$ cat src/rtl/traffic_phase_scheduler.sv
// Two-road traffic light phase scheduler.
// Tick-driven ring with pedestrian truncation and emergency override.
module traffic_phase_scheduler #(
    parameter int G_A_T      = 20,
    parameter int G_B_T      = 30,
    parameter int Y_T        = 3,
    parameter int AR_T       = 1,
    parameter int PED_REMAIN = 4,
    parameter int TW         = 6
) (
    input  logic          clk,
    input  logic          rst,
    input  logic          tick,
    input  logic          ped_req_a,
    input  logic          ped_req_b,
    input  logic          emg_a,
    input  logic          emg_b,
    output logic [2:0]    led_a,
    output logic [2:0]    led_b,
    output logic [2:0]    phase,
    output logic [TW-1:0] time_left,
    output logic          ped_pend_a,
    output logic          ped_pend_b
);

    typedef enum logic [2:0] {
        G_A  = 3'd0,
        Y_A  = 3'd1,
        R_A  = 3'd2,
        G_B  = 3'd3,
        Y_B  = 3'd4,
        R_B  = 3'd5,
        BAD6 = 3'd6,
        BAD7 = 3'd7
    } phase_t;

    localparam logic [TW-1:0] LD_GA  = TW'(G_A_T - 1);
    localparam logic [TW-1:0] LD_GB  = TW'(G_B_T - 1);
    localparam logic [TW-1:0] LD_Y   = TW'(Y_T - 1);
    localparam logic [TW-1:0] LD_AR  = TW'(AR_T - 1);
    localparam logic [TW-1:0] LD_PED = TW'(PED_REMAIN);

    phase_t        state, state_nxt;
    logic [TW-1:0] cnt, cnt_nxt;
    logic          pend_a_nxt, pend_b_nxt;
    logic          emg_eff_a, emg_eff_b, hold;
    logic          enter_a, enter_b;

    // Emergency arbitration: road A wins when both are asserted.
    always_comb begin
        emg_eff_a = emg_a;
        emg_eff_b = emg_b && !emg_a;
        hold      = (emg_eff_a && state == G_A) ||
                    (emg_eff_b && state == G_B);
    end

    // Next phase and countdown, evaluated in priority order on a tick.
    always_comb begin
        state_nxt = state;
        cnt_nxt   = cnt;
        if (tick) begin
            if (state == BAD6 || state == BAD7) begin
                state_nxt = G_A;
                cnt_nxt   = LD_GA;
            end else if (hold) begin
                cnt_nxt = cnt;
            end else if (emg_eff_a && state == G_B) begin
                state_nxt = Y_B;
                cnt_nxt   = LD_Y;
            end else if (emg_eff_b && state == G_A) begin
                state_nxt = Y_A;
                cnt_nxt   = LD_Y;
            end else if (cnt == '0) begin
                unique case (state)
                    G_A:     begin state_nxt = Y_A; cnt_nxt = LD_Y;  end
                    Y_A:     begin state_nxt = R_A; cnt_nxt = LD_AR; end
                    R_A:     begin state_nxt = G_B; cnt_nxt = LD_GB; end
                    G_B:     begin state_nxt = Y_B; cnt_nxt = LD_Y;  end
                    Y_B:     begin state_nxt = R_B; cnt_nxt = LD_AR; end
                    default: begin state_nxt = G_A; cnt_nxt = LD_GA; end
                endcase
            end else if (ped_pend_b && state == G_A && cnt > LD_PED) begin
                cnt_nxt = LD_PED;
            end else if (ped_pend_a && state == G_B && cnt > LD_PED) begin
                cnt_nxt = LD_PED;
            end else begin
                cnt_nxt = cnt - 1'b1;
            end
        end
    end

    // Request latches: entering the served green clears, beating a new set.
    always_comb begin
        enter_a    = (state_nxt == G_A) && (state != G_A);
        enter_b    = (state_nxt == G_B) && (state != G_B);
        pend_a_nxt = enter_a ? 1'b0
                   : (ped_pend_a || (ped_req_a && state != G_A));
        pend_b_nxt = enter_b ? 1'b0
                   : (ped_pend_b || (ped_req_b && state != G_B));
    end

    // State registers.
    always_ff @(posedge clk or posedge rst) begin
        if (rst) begin
            state      <= G_A;
            cnt        <= LD_GA;
            ped_pend_a <= 1'b0;
            ped_pend_b <= 1'b0;
        end else begin
            state      <= state_nxt;
            cnt        <= cnt_nxt;
            ped_pend_a <= pend_a_nxt;
            ped_pend_b <= pend_b_nxt;
        end
    end

    // Lamp decode straight from the phase register.
    always_comb begin
        led_a = 3'b100;
        led_b = 3'b100;
        unique case (state)
            G_A:     led_a = 3'b001;
            Y_A:     led_a = 3'b010;
            G_B:     led_b = 3'b001;
            Y_B:     led_b = 3'b010;
            default: begin
                led_a = 3'b100;
                led_b = 3'b100;
            end
        endcase
    end

    assign phase     = state;
    assign time_left = cnt;

endmodule
$ cat config.mk
export PLATFORM = sky130hd
export DESIGN_NAME = traffic_phase_scheduler
export DESIGN_NICKNAME = d
export VERILOG_FILES = /design/src/rtl/traffic_phase_scheduler.sv
export SDC_FILE = /design/constraint.sdc
export NUM_CORES = 1
export LEC_CHECK = 0
export BUFFER_PORTS_ARGS = -buffer_cell sky130_fd_sc_hd__buf_2
export CAP_MARGIN = 10
export CORE_MARGIN = 3
export CORE_UTILIZATION = 35
export DETAILED_ROUTE_END_ITERATION = 12
export PLACE_DENSITY = 0.56
export SLEW_MARGIN = 10
export SYNTH_ARGS = -nofsm -noshare
export SYNTH_HDL_FRONTEND = slang
export SYNTH_SLANG_ARGS = --single-unit
$ cat constraint.sdc
create_clock -name clk -period 4 [get_ports clk]
set_input_delay 0 -clock clk [delete_from_list [all_inputs] [get_ports clk]]
set_output_delay 0 -clock clk [all_outputs]
set_load 0.05 [all_outputs]
==> reports/results.ini, run 1 <==
[cells_and_area]
fillers=266
design_area_um2=1070
fin_nets=141
layout_commonest_cell=buf_2
antennaDiodeCount=0
drive_above_1_share_pct=26.7
area_growth_pct=14.7
layout_common_cells=23 x buf_2, 10 x inv_1, 8 x dfrtp_1

[cts]
clk_latency_ps=270
numClockSinks=11
hold_buffers=1
cts_resized=0
clock_path_buffers=2
cts_made_buffers=3
cts_root_buf=clkbuf_4
cts_tree=yes
path_clk_slew_ps=70
cts_setup_buffers=0
cts-htree-levels=1

[drt]
wl_um=2430
drt_iter0_drc=36
ant_nets=0
avgRoutedWirePerCell_um=15.1
vias=956
drc_errors=0
vias_per_cell=5.94
drt_first_pass_iters=4

[global_route]
grt_usage_pct=15.8
antenna_found_initial=0
overflow=0
grt_pass1_wl_um=4190
grt_pass1_vias=869
grt_max_degree=22

[sta]
finalSetupViolations=0
postLayoutSetupSlackWorst_ps=1740
whs_ps=27.3
relSlewSlack_pct=59.3
report.final.hold_viol_count=0
tns_ps=0
fin_crit_sh_pct=56.4
tightest_slew_ps=609
drv_slew=0
max_freq_ghz=0.443
fin_skew_ps=3.57
rsz0062_at_grt=false
min_period_ps=2260

[floorplan]
dieArea_um2=3330
die_h_um=57.7
pin_count=24
chipWidth_um=57.7
rows=18
initial_utilization_pct=37.2
core_um2=2520

[yosys]
synth.cell_area_um2=937
synth-simple-area-share_pct=24.0
synth-xor-area-share_pct=0
synth-edff-count=0
synth_cell_types=49
synthCells=111
async_flop_share_pct=100
avgSynthCellArea_um2=8.44
yosys_warnings=0
synth_top_family_by_area=compound AO/OA/AOI/OAI gates
ys_seq_area_share_pct=29.8
synthAdderAreaFrac_pct=2.67
synth.net_count=120
synth_compound_area_share_pct=34.0
ys_seq_elements=11
synth_mux_area_share_pct=0
synthFlopType=dfrtp_1

[worst_setup_path]
reg2regPathDepth=5
crit_type=flip-flop to flip-flop
cp.required_ps=4150
setup.worst_path.end_class=flip-flop
crit_chain=or4b_1 > o211ai_2 > a21oi_1 > o22a_2 > o41a_1
max_stage_delay_ps=590
cp_max_fo=20
setup.worst_path.start_class=flip-flop
crit_path_top_delay_cell=or4b_1
critPathArrivalTime_ps=2410

[place]
port_buffers=23
gp_congestion=0.855
hpwl_um=1830
dpl_worst_slack_ps=1770
dpl_cell_area_um2=1040

[min_path]
whs_path_depth=2
worst_hold_path_type=input pin to flip-flop

[run]
cap_violations=0

[outcome]
status=completed

final timing paths:
check                                         start                        to  slack [ps]
min reg2reg                time_left[1]$_DFFE_PP1P_  time_left[1]$_DFFE_PP1P_         540
max in group asynchronous                       rst  time_left[1]$_DFFE_PP1P_        3410
max                              phase[0]$_DFF_PP0_      ped_pend_a$_DFF_PP0_        1740
max reg2reg                      phase[0]$_DFF_PP0_      ped_pend_a$_DFF_PP0_        1740
min                                            tick  time_left[1]$_DFFE_PP1P_          30
min in group asynchronous                       rst  time_left[2]$_DFFE_PP0P_         250
cells by family (layout without fill, tap and decap cells):
logic type / after synthesis / after routing
AOI/OAI and AO/OA: 43 / 43
DFF: 11 / 11
and+or+nand+nor: 37 / 37
adders and majority gates: 2 / 2
buffers and inverters: 18 / 38
cell usage after synthesis (2+ instances only):
library cell  count  area, um2
o2bb2ai_1         2       17.5
nand3_1           2       10.0
a221o_1           2       20.0
clkbuf_1          3       11.3
nor2b_1           2       12.5
a21oi_1           5       25.0
and3_1            2       12.5
ha_1              2       25.0
inv_1            10       37.5
o21bai_1          2       15.0
buf_2             2       10.0
a21o_1            3       22.5
o21ai_0           5       25.0
buf_6             2       22.5
a22oi_1           2       15.0
nor2_1            3       11.3
dfrtp_1           8        200
a221oi_1          2       17.5
o21ai_1           3       15.0
or3_1             6       37.5
dfstp_2           3       78.8
nor3_1            5       25.0
a31oi_1           3       18.8
nand2_1           5       18.8
nand2b_1          3       18.8
worst max-delay path, delay by kind of cell (launching register included):
kind | cells | cell delay, ps
DFF | 1 | 570
and+or+nand+nor | 1 | 590
AOI/OAI and AO/OA | 4 | 960
per-stage QoR:
stage | util, % | cells
final | 42.6 | 161
after global routing | 42.6 | 161
after detailed placement | 41.2 | 156
after floorplan | - | 111
after CTS | 42.6 | 161
after global placement | 41.2 | 156
sequential cells by signal, indices dropped and copies added, names as in the netlist:
signal and cells:
ped_pend_a 1, time_left 6, phase 3, ped_pend_b 1
routing by layer:
| metal | share of wire (%) | track usage, % |
|---|---|---|
| met1 | 49 | 23.6 |
| met2 | 44 | 22.6 |
| met3 | 6.0 | 2.45 |
| met4 | 1.4 | 6.62 |
| met5 | 0 | 0 |
layout make-up:
type                            instances  area, um2  share of cell area [%]
Clock buffer                            4       26.3                    2.44
Inverter                               10       37.5                    3.49
Multi-Input combinational cell         82        569                    53.0
Sequential cell                        11        279                    26.0
Tap cell                               30       37.5                    3.49
Timing Repair Buffer                   24        125                    11.6
Power of run 1 is left out: the tool's default activity adds up to more than one toggle a clock period on the data nets, which glitch-free logic cannot reach.
==> run 2, diff against run 1 <==
Settings changed: ABC_AREA from default to 1, PLACE_DENSITY 0.56 to 0.55.
Clock period 4 ns to 2.25 ns, I/O delays scaled along.
==> reports/results.ini, run 2 <==
[drt]
drc_errors=0  ; unchanged
vias=1011  ; +5.8%
drt_first_pass_iters=4  ; unchanged
ant_nets=0  ; unchanged
wl_um=2530  ; +4.2%
avgRoutedWirePerCell_um=12.2  ; -19%
drt_iter0_drc=25  ; -31%
vias_per_cell=4.86  ; -18%

[cts]
cts_setup_buffers=0  ; unchanged
path_clk_slew_ps=80  ; about the same
cts_made_buffers=3  ; unchanged
clk_latency_ps=270  ; about the same
clock_path_buffers=2  ; unchanged
numClockSinks=11  ; unchanged
cts_tree=yes
cts_root_buf=clkbuf_4
cts-htree-levels=1  ; unchanged

[yosys]
synthFlopType=dfrtp_1
synth_cell_types=23  ; -53%
async_flop_share_pct=100  ; unchanged
synth_top_family_by_area=simple AND/OR/NAND/NOR gates
synth_area_leaders=dfrtp_1 20%, nand2_1 14%, inv_1 9.9%, dfstp_2 8.0%, nand2_2 6.4%
synthAdderAreaFrac_pct=2.54  ; -0.13 points
synthCells=150  ; +35%
ys_seq_area_share_pct=28.4  ; -1.4 points
synth_mux_area_share_pct=0  ; unchanged
synth-xor-area-share_pct=2.67  ; +2.7 points
netlist.area_leader.share_pct=20.4  ; -1.0 points
synth.net_count=159  ; +33%
ys_seq_elements=11  ; unchanged
synth.cell_area_um2=983  ; +4.9%
avgSynthCellArea_um2=6.56  ; -22%
synthTopCellsByCount=36 x nand2_1, 26 x inv_1, 11 x nand3_1
synth_compound_area_share_pct=10.4  ; -24 points
synth-simple-area-share_pct=43.8  ; +20 points
synth-edff-count=0  ; unchanged
yosys.area.top_type=dfrtp_1
yosys_warnings=0  ; unchanged
synth_most_common_cell=nand2_1

[worst_setup_path]
crit_type=flip-flop to flip-flop
critPathBufInv=1  ; +1
cp.required_ps=2420  ; -1730 ps
crit_path_top_delay_cell=dfstp_2
path_delay_family=simple AND/OR/NAND/NOR gates
setup.worst_path.start_class=flip-flop
max_stage_delay_ps=380  ; -210 ps
crit_chain=inv_1 > ha_1 > nand2_1 > nor2_2 > nand3_1 > nand2_1 > nand2_2 > nand2_2 > nand3_2 > nor2_2 > nor2_2
critPathArrivalTime_ps=1950  ; -460 ps
path_common_cell=nor2_2
cp_max_fo=10  ; -50%
setup.worst_path.end_class=flip-flop

[floorplan]
pin_count=24  ; unchanged
core_um2=2570  ; +1.8%
initial_utilization_pct=38.3  ; +1.2 points
chipWidth_um=59.0  ; +2.2%
die_h_um=59.0  ; +2.2%
rows=18  ; unchanged
dieArea_um2=3480  ; +4.4%

[sta]
drv_slew=0  ; unchanged
finalSetupViolations=0  ; unchanged
min_period_ps=1780  ; -477 ps
relSlewSlack_pct=70.7  ; +11 points
tns_ps=0  ; unchanged
fin_crit_sh_pct=79.0  ; +23 points
rsz0062_at_grt=false
report.final.hold_viol_count=0  ; unchanged
fin_skew_ps=0.659  ; -2.91 ps
max_freq_ghz=0.562  ; +27%
tightest_slew_ps=439  ; -169 ps

[place]
gp_congestion=0.841  ; -1.6%
hpwl_um=1980  ; +8.0%
port_buffers=23  ; unchanged

[cells_and_area]
layout_commonest_cell=nand2_1
largest_reg_flops=6  ; unchanged
area_growth_pct=19.7
layout_common_cells=36 x nand2_1, 26 x inv_1, 23 x buf_2
fin_nets=188  ; +33%
antennaDiodeCount=0  ; unchanged
drive_above_1_share_pct=29.8  ; +3.1 points

[global_route]
grt.met2_usage_pct=26.3  ; +3.8 points
grt_max_degree=13  ; -41%
grt_pass1_wl_um=4160  ; -0.67%
grt_pass1_vias=915  ; +5.3%
met1_usage_pct=20.4  ; -3.2 points
antenna_found_initial=0  ; unchanged
grt.busiest_layer=met2
overflow=0  ; unchanged
grt_usage_pct=15.7  ; -0.18 points
met3_usage_pct=3.92  ; +1.5 points

[min_path]
worst_hold_path_type=input pin to flip-flop

[outcome]
status=completed

[run]
cap_violations=0  ; unchanged

-- run 2: cell count changes in the layout (fill, tap and decap cells not counted), sizes merged, moves of 3 or more --
cell	previous run	this run
nand3	2	13
nand2b	3	0
nand2	5	46
a21oi	5	10
nor2	4	18
a21o	3	0
a31oi	3	0
or3	7	0
inv	10	27
xor2	0	3
-- run 2: repair_timing --
action,CTS,global route
hold buffers,3,0
resized for setup,0,0
hold endpoints to repair,10,0
-- run 2: cell families (layout without fill, tap and decap cells) --
family	Yosys count	after routing
compound gates	20	20
simple gates	85	85
fa+ha+maj	2	2
flops	11	11
buf+inv	29	57
xor+xnor	3	3
-- run 2: path summary, 6_finish.rpt --
check / start / end / slack, ps / cells after the start
worst max-delay path: time_left[0]$_DFFE_PP1P_ / ped_pend_a$_DFF_PP0_ / 470 / 11
worst min-delay path: tick / phase[2]$_DFF_PP0_ / 110 / 4
worst max register to register: time_left[0]$_DFFE_PP1P_ / ped_pend_a$_DFF_PP0_ / 470 / 11
worst min register to register: ped_pend_a$_DFF_PP0_ / ped_pend_a$_DFF_PP0_ / 560 / 2
max in group asynchronous: rst / time_left[0]$_DFFE_PP1P_ / 1660 / 3
min in group asynchronous: rst / ped_pend_a$_DFF_PP0_ / 250 / 3
-- run 2: stage by stage --
step | cells | util [%] | hold slack (ps) | area (um2) | setup WS, ps
after floorplan | 150 | - | -150 | 983 | 5.15
after global placement | 201 | 43.6 | 21.6 | 1120 | 423
after detailed placement | 201 | 43.6 | 24.8 | 1120 | 458
after CTS | 208 | 45.9 | 95.8 | 1180 | 460
after global routing | 208 | 45.9 | 149 | 1180 | 329
final | 208 | 45.9 | 112 | 1180 | 472
-- run 2: worst reg2reg max path: stages, from the launching register on --
cell     delay, ps
dfstp_2        380
inv_1          120
ha_1           210
nand2_1         70
nor2_2         340
nand3_1        120
nand2_1         90
nand2_2         50
nand2_2        100
nand3_2         70
nor2_2         100
nor2_2          40
-- run 2: layer usage --
metal | up-vias | routed length, um | part of all wire [%]
li1 | 531 | - | -
met1 | 447 | 1190 | 47
met2 | 31 | 1210 | 48
met3 | 2 | 115 | 4.5
met4 | 0 | 13 | 0.51
met5 | - | 0 | 0
-- run 2: area by class of cell --
cell class	instances	area, um2
clock inverters	1	5.00
clock buffers	3	22.5
inverters	27	104
fillers	288	1390
multi-input cells	110	584
well taps	30	37.5
repair buffers	26	145
flip-flops and latches	11	279
Power of run 2 is left out for the same reason.
==> run 3, diff against run 2 <==
Clock period 2.25 ns to 1.8 ns, I/O delays scaled along.
==> reports/results.ini, run 3 (synthesis gave the netlist of run 2 again) <==
[outcome]
status=completed

[worst_setup_path]
path_common_cell=inv_1
path_delay_family=flip-flops
setup.worst_path.start_class=flip-flop
critPathArrivalTime_ps=1810  ; -140 ps
cp.required_ps=1970  ; -450 ps
crit_type=flip-flop to flip-flop
cp_max_fo=5  ; -5
ff2ff_setup_slack_ps=160  ; -310 ps
path_depth=10  ; -1
max_stage_delay_ps=550  ; +170 ps
critPathBufInv=3  ; +2
r2r_start=time_left[0]$_DFFE_PP1P_
crit_path_top_delay_cell=dfstp_2
crit_chain=inv_1 > ha_2 > inv_1 > nand2_1 > nand3_1 > nand2_1 > nand2_2 > inv_1 > a21oi_1 > o22ai_1
setup.worst_path.end_class=flip-flop
worstReg2RegEnd=time_left[3]$_DFFE_PP0P_
reg2regPathDepth=10  ; -1

[floorplan]
core_um2=2570  ; unchanged
die_h_um=59.0  ; unchanged
rows=18  ; unchanged
chipWidth_um=59.0  ; unchanged
pin_count=24  ; unchanged
initial_utilization_pct=38.3  ; unchanged
dieArea_um2=3480  ; unchanged

[cells_and_area]
drive_above_1_share_pct=36.9  ; +7.1 points
fin_nets=197  ; +4.8%
largest_reg_flops=6  ; unchanged
fillers=274  ; -4.9%
layout_common_cells=35 x nand2_1, 26 x inv_1, 23 x buf_2
antennaDiodeCount=0  ; unchanged
layout_commonest_cell=nand2_1
area_growth_pct=30.3

[drt]
drt_first_pass_iters=4  ; unchanged
vias=1060  ; +4.8%
drt_iter0_drc=38  ; +52%
vias_per_cell=4.88  ; +0.50%
ant_nets=0  ; unchanged
wl_um=2720  ; +7.7%
avgRoutedWirePerCell_um=12.5  ; +3.2%
drc_errors=0  ; unchanged

[sta]
rsz0062_at_grt=false
tns_ps=0  ; unchanged
min_period_ps=1640  ; -135 ps
relSlewSlack_pct=69.8  ; -0.85 points
finalSetupViolations=0  ; unchanged
fin_crit_sh_pct=91.3  ; +12 points
max_freq_ghz=0.609  ; +8.2%
tightest_slew_ps=452  ; +12.8 ps
postLayoutSetupSlackWorst_ps=157  ; -315 ps
report.final.hold_viol_count=0  ; unchanged
drv_slew=0  ; unchanged
fin_skew_ps=9.37  ; +8.71 ps

[place]
gp_congestion=0.881  ; +4.8%
dpl_worst_slack_ps=66.2  ; -392 ps
port_buffers=23  ; unchanged
hpwl_um=2220  ; +12%

[cts]
path_clk_slew_ps=90  ; about the same
clk_latency_ps=280  ; about the same
clock_path_buffers=2  ; unchanged
cts_made_buffers=3  ; unchanged
numClockSinks=11  ; unchanged
cts_root_buf=clkbuf_4
cts-htree-levels=1  ; unchanged
cts_tree=yes

[min_path]
min_from=ped_req_b
worst_hold_path_type=input pin to flip-flop
whs_path_depth=3  ; -1
worstHoldEndpoint=ped_pend_b$_DFF_PP0_

[global_route]
antenna_found_initial=0  ; unchanged
grt_usage_pct=17.2  ; +1.6 points
grt_max_degree=12  ; -1
grt_pass1_vias=974  ; +6.4%
grt_pass1_wl_um=4570  ; +9.8%
overflow=0  ; unchanged

[run]
cap_violations=0  ; unchanged

## run 3: cell types whose count changed in the layout (fill, tap and decap cells not counted)
cell | before | now
dlygate4sd3_1 | 3 | 2
ha_1 | 2 | 1
buf_4 | 0 | 10
dfrtp_2 | 0 | 3
nand2_2 | 10 | 9
nand3_1 | 11 | 10
nand2_4 | 0 | 2
nor2_4 | 3 | 6
dfrtp_1 | 8 | 5
nand3_2 | 2 | 3
nor2_2 | 5 | 2
ha_2 | 0 | 1
nand2_1 | 36 | 35
## run 3: repair_timing
| item | CTS | global route |
|---|---|---|
| endpoints found under the setup margin | 0 | 5 |
| setup buffers | 0 | 2 |
| hold buffers | 2 | 0 |
| resized for setup | 0 | 3 |
| hold endpoints to repair | 9 | 0 |
## run 3: how the worst max path moves through the flow
stage,slack [ps],startpoint,end
2_1_floorplan,-40,phase[1]$_DFF_PP0_,ped_pend_b$_DFF_PP0_
3_3_place_gp,100,time_left[0]$_DFFE_PP1P_,ped_pend_a$_DFF_PP0_
3_5_place_dp,70,time_left[0]$_DFFE_PP1P_,ped_pend_a$_DFF_PP0_
4_1_cts,50,time_left[0]$_DFFE_PP1P_,ped_pend_a$_DFF_PP0_
5_1_grt,4,phase[2]$_DFF_PP0_,ped_pend_a$_DFF_PP0_
6_report,160,time_left[0]$_DFFE_PP1P_,time_left[3]$_DFFE_PP0P_
## run 3: worst reg2reg max path: cells and delay by family (launching register included)
kind,cells,cell delay (ps)
buffers and inverters,3,200
AO/OA/AOI/OAI,2,220
flip-flops,1,550
adder cells (fa/ha/maj),1,210
AND/OR/NAND/NOR,4,350
## run 3: cell type report
| class | instances | area, um2 | area share, % |
|---|---|---|---|
| clock buffers | 3 | 22.5 | 1.76 |
| repair buffers | 35 | 210 | 16.4 |
| clock inverters | 1 | 5.00 | 0.391 |
| inverters | 27 | 104 | 8.11 |
| well taps | 30 | 37.5 | 2.93 |
| flip-flops and latches | 11 | 283 | 22.1 |
| multi-input cells | 110 | 619 | 48.3 |
## run 3: per-stage QoR
| stage | instance area (um2) | hold WS, ps | instances | utilization (%) |
|---|---|---|---|---|
| 6_report | 1280 | 31.3 | 217 | 49.9 |
| 3_3_place_gp | 1210 | 22.3 | 209 | 47.1 |
| 2_1_floorplan | 1020 | -150 | 150 | - |
| 5_1_grt | 1280 | 37.0 | 217 | 49.9 |
| 4_1_cts | 1260 | 15.2 | 215 | 48.9 |
| 3_5_place_dp | 1210 | 29.7 | 209 | 47.1 |
## run 3: routing by layer
metal | share of wire [%] | global-route usage, % | up-vias
li1 | - | - | 547
met1 | 49 | 24.8 | 485
met2 | 46 | 26.8 | 26
met3 | 3.9 | 3.92 | 2
met4 | 0.26 | 2.91 | 0
met5 | 0 | 0 | -
Power of run 3 is left out for the same reason.
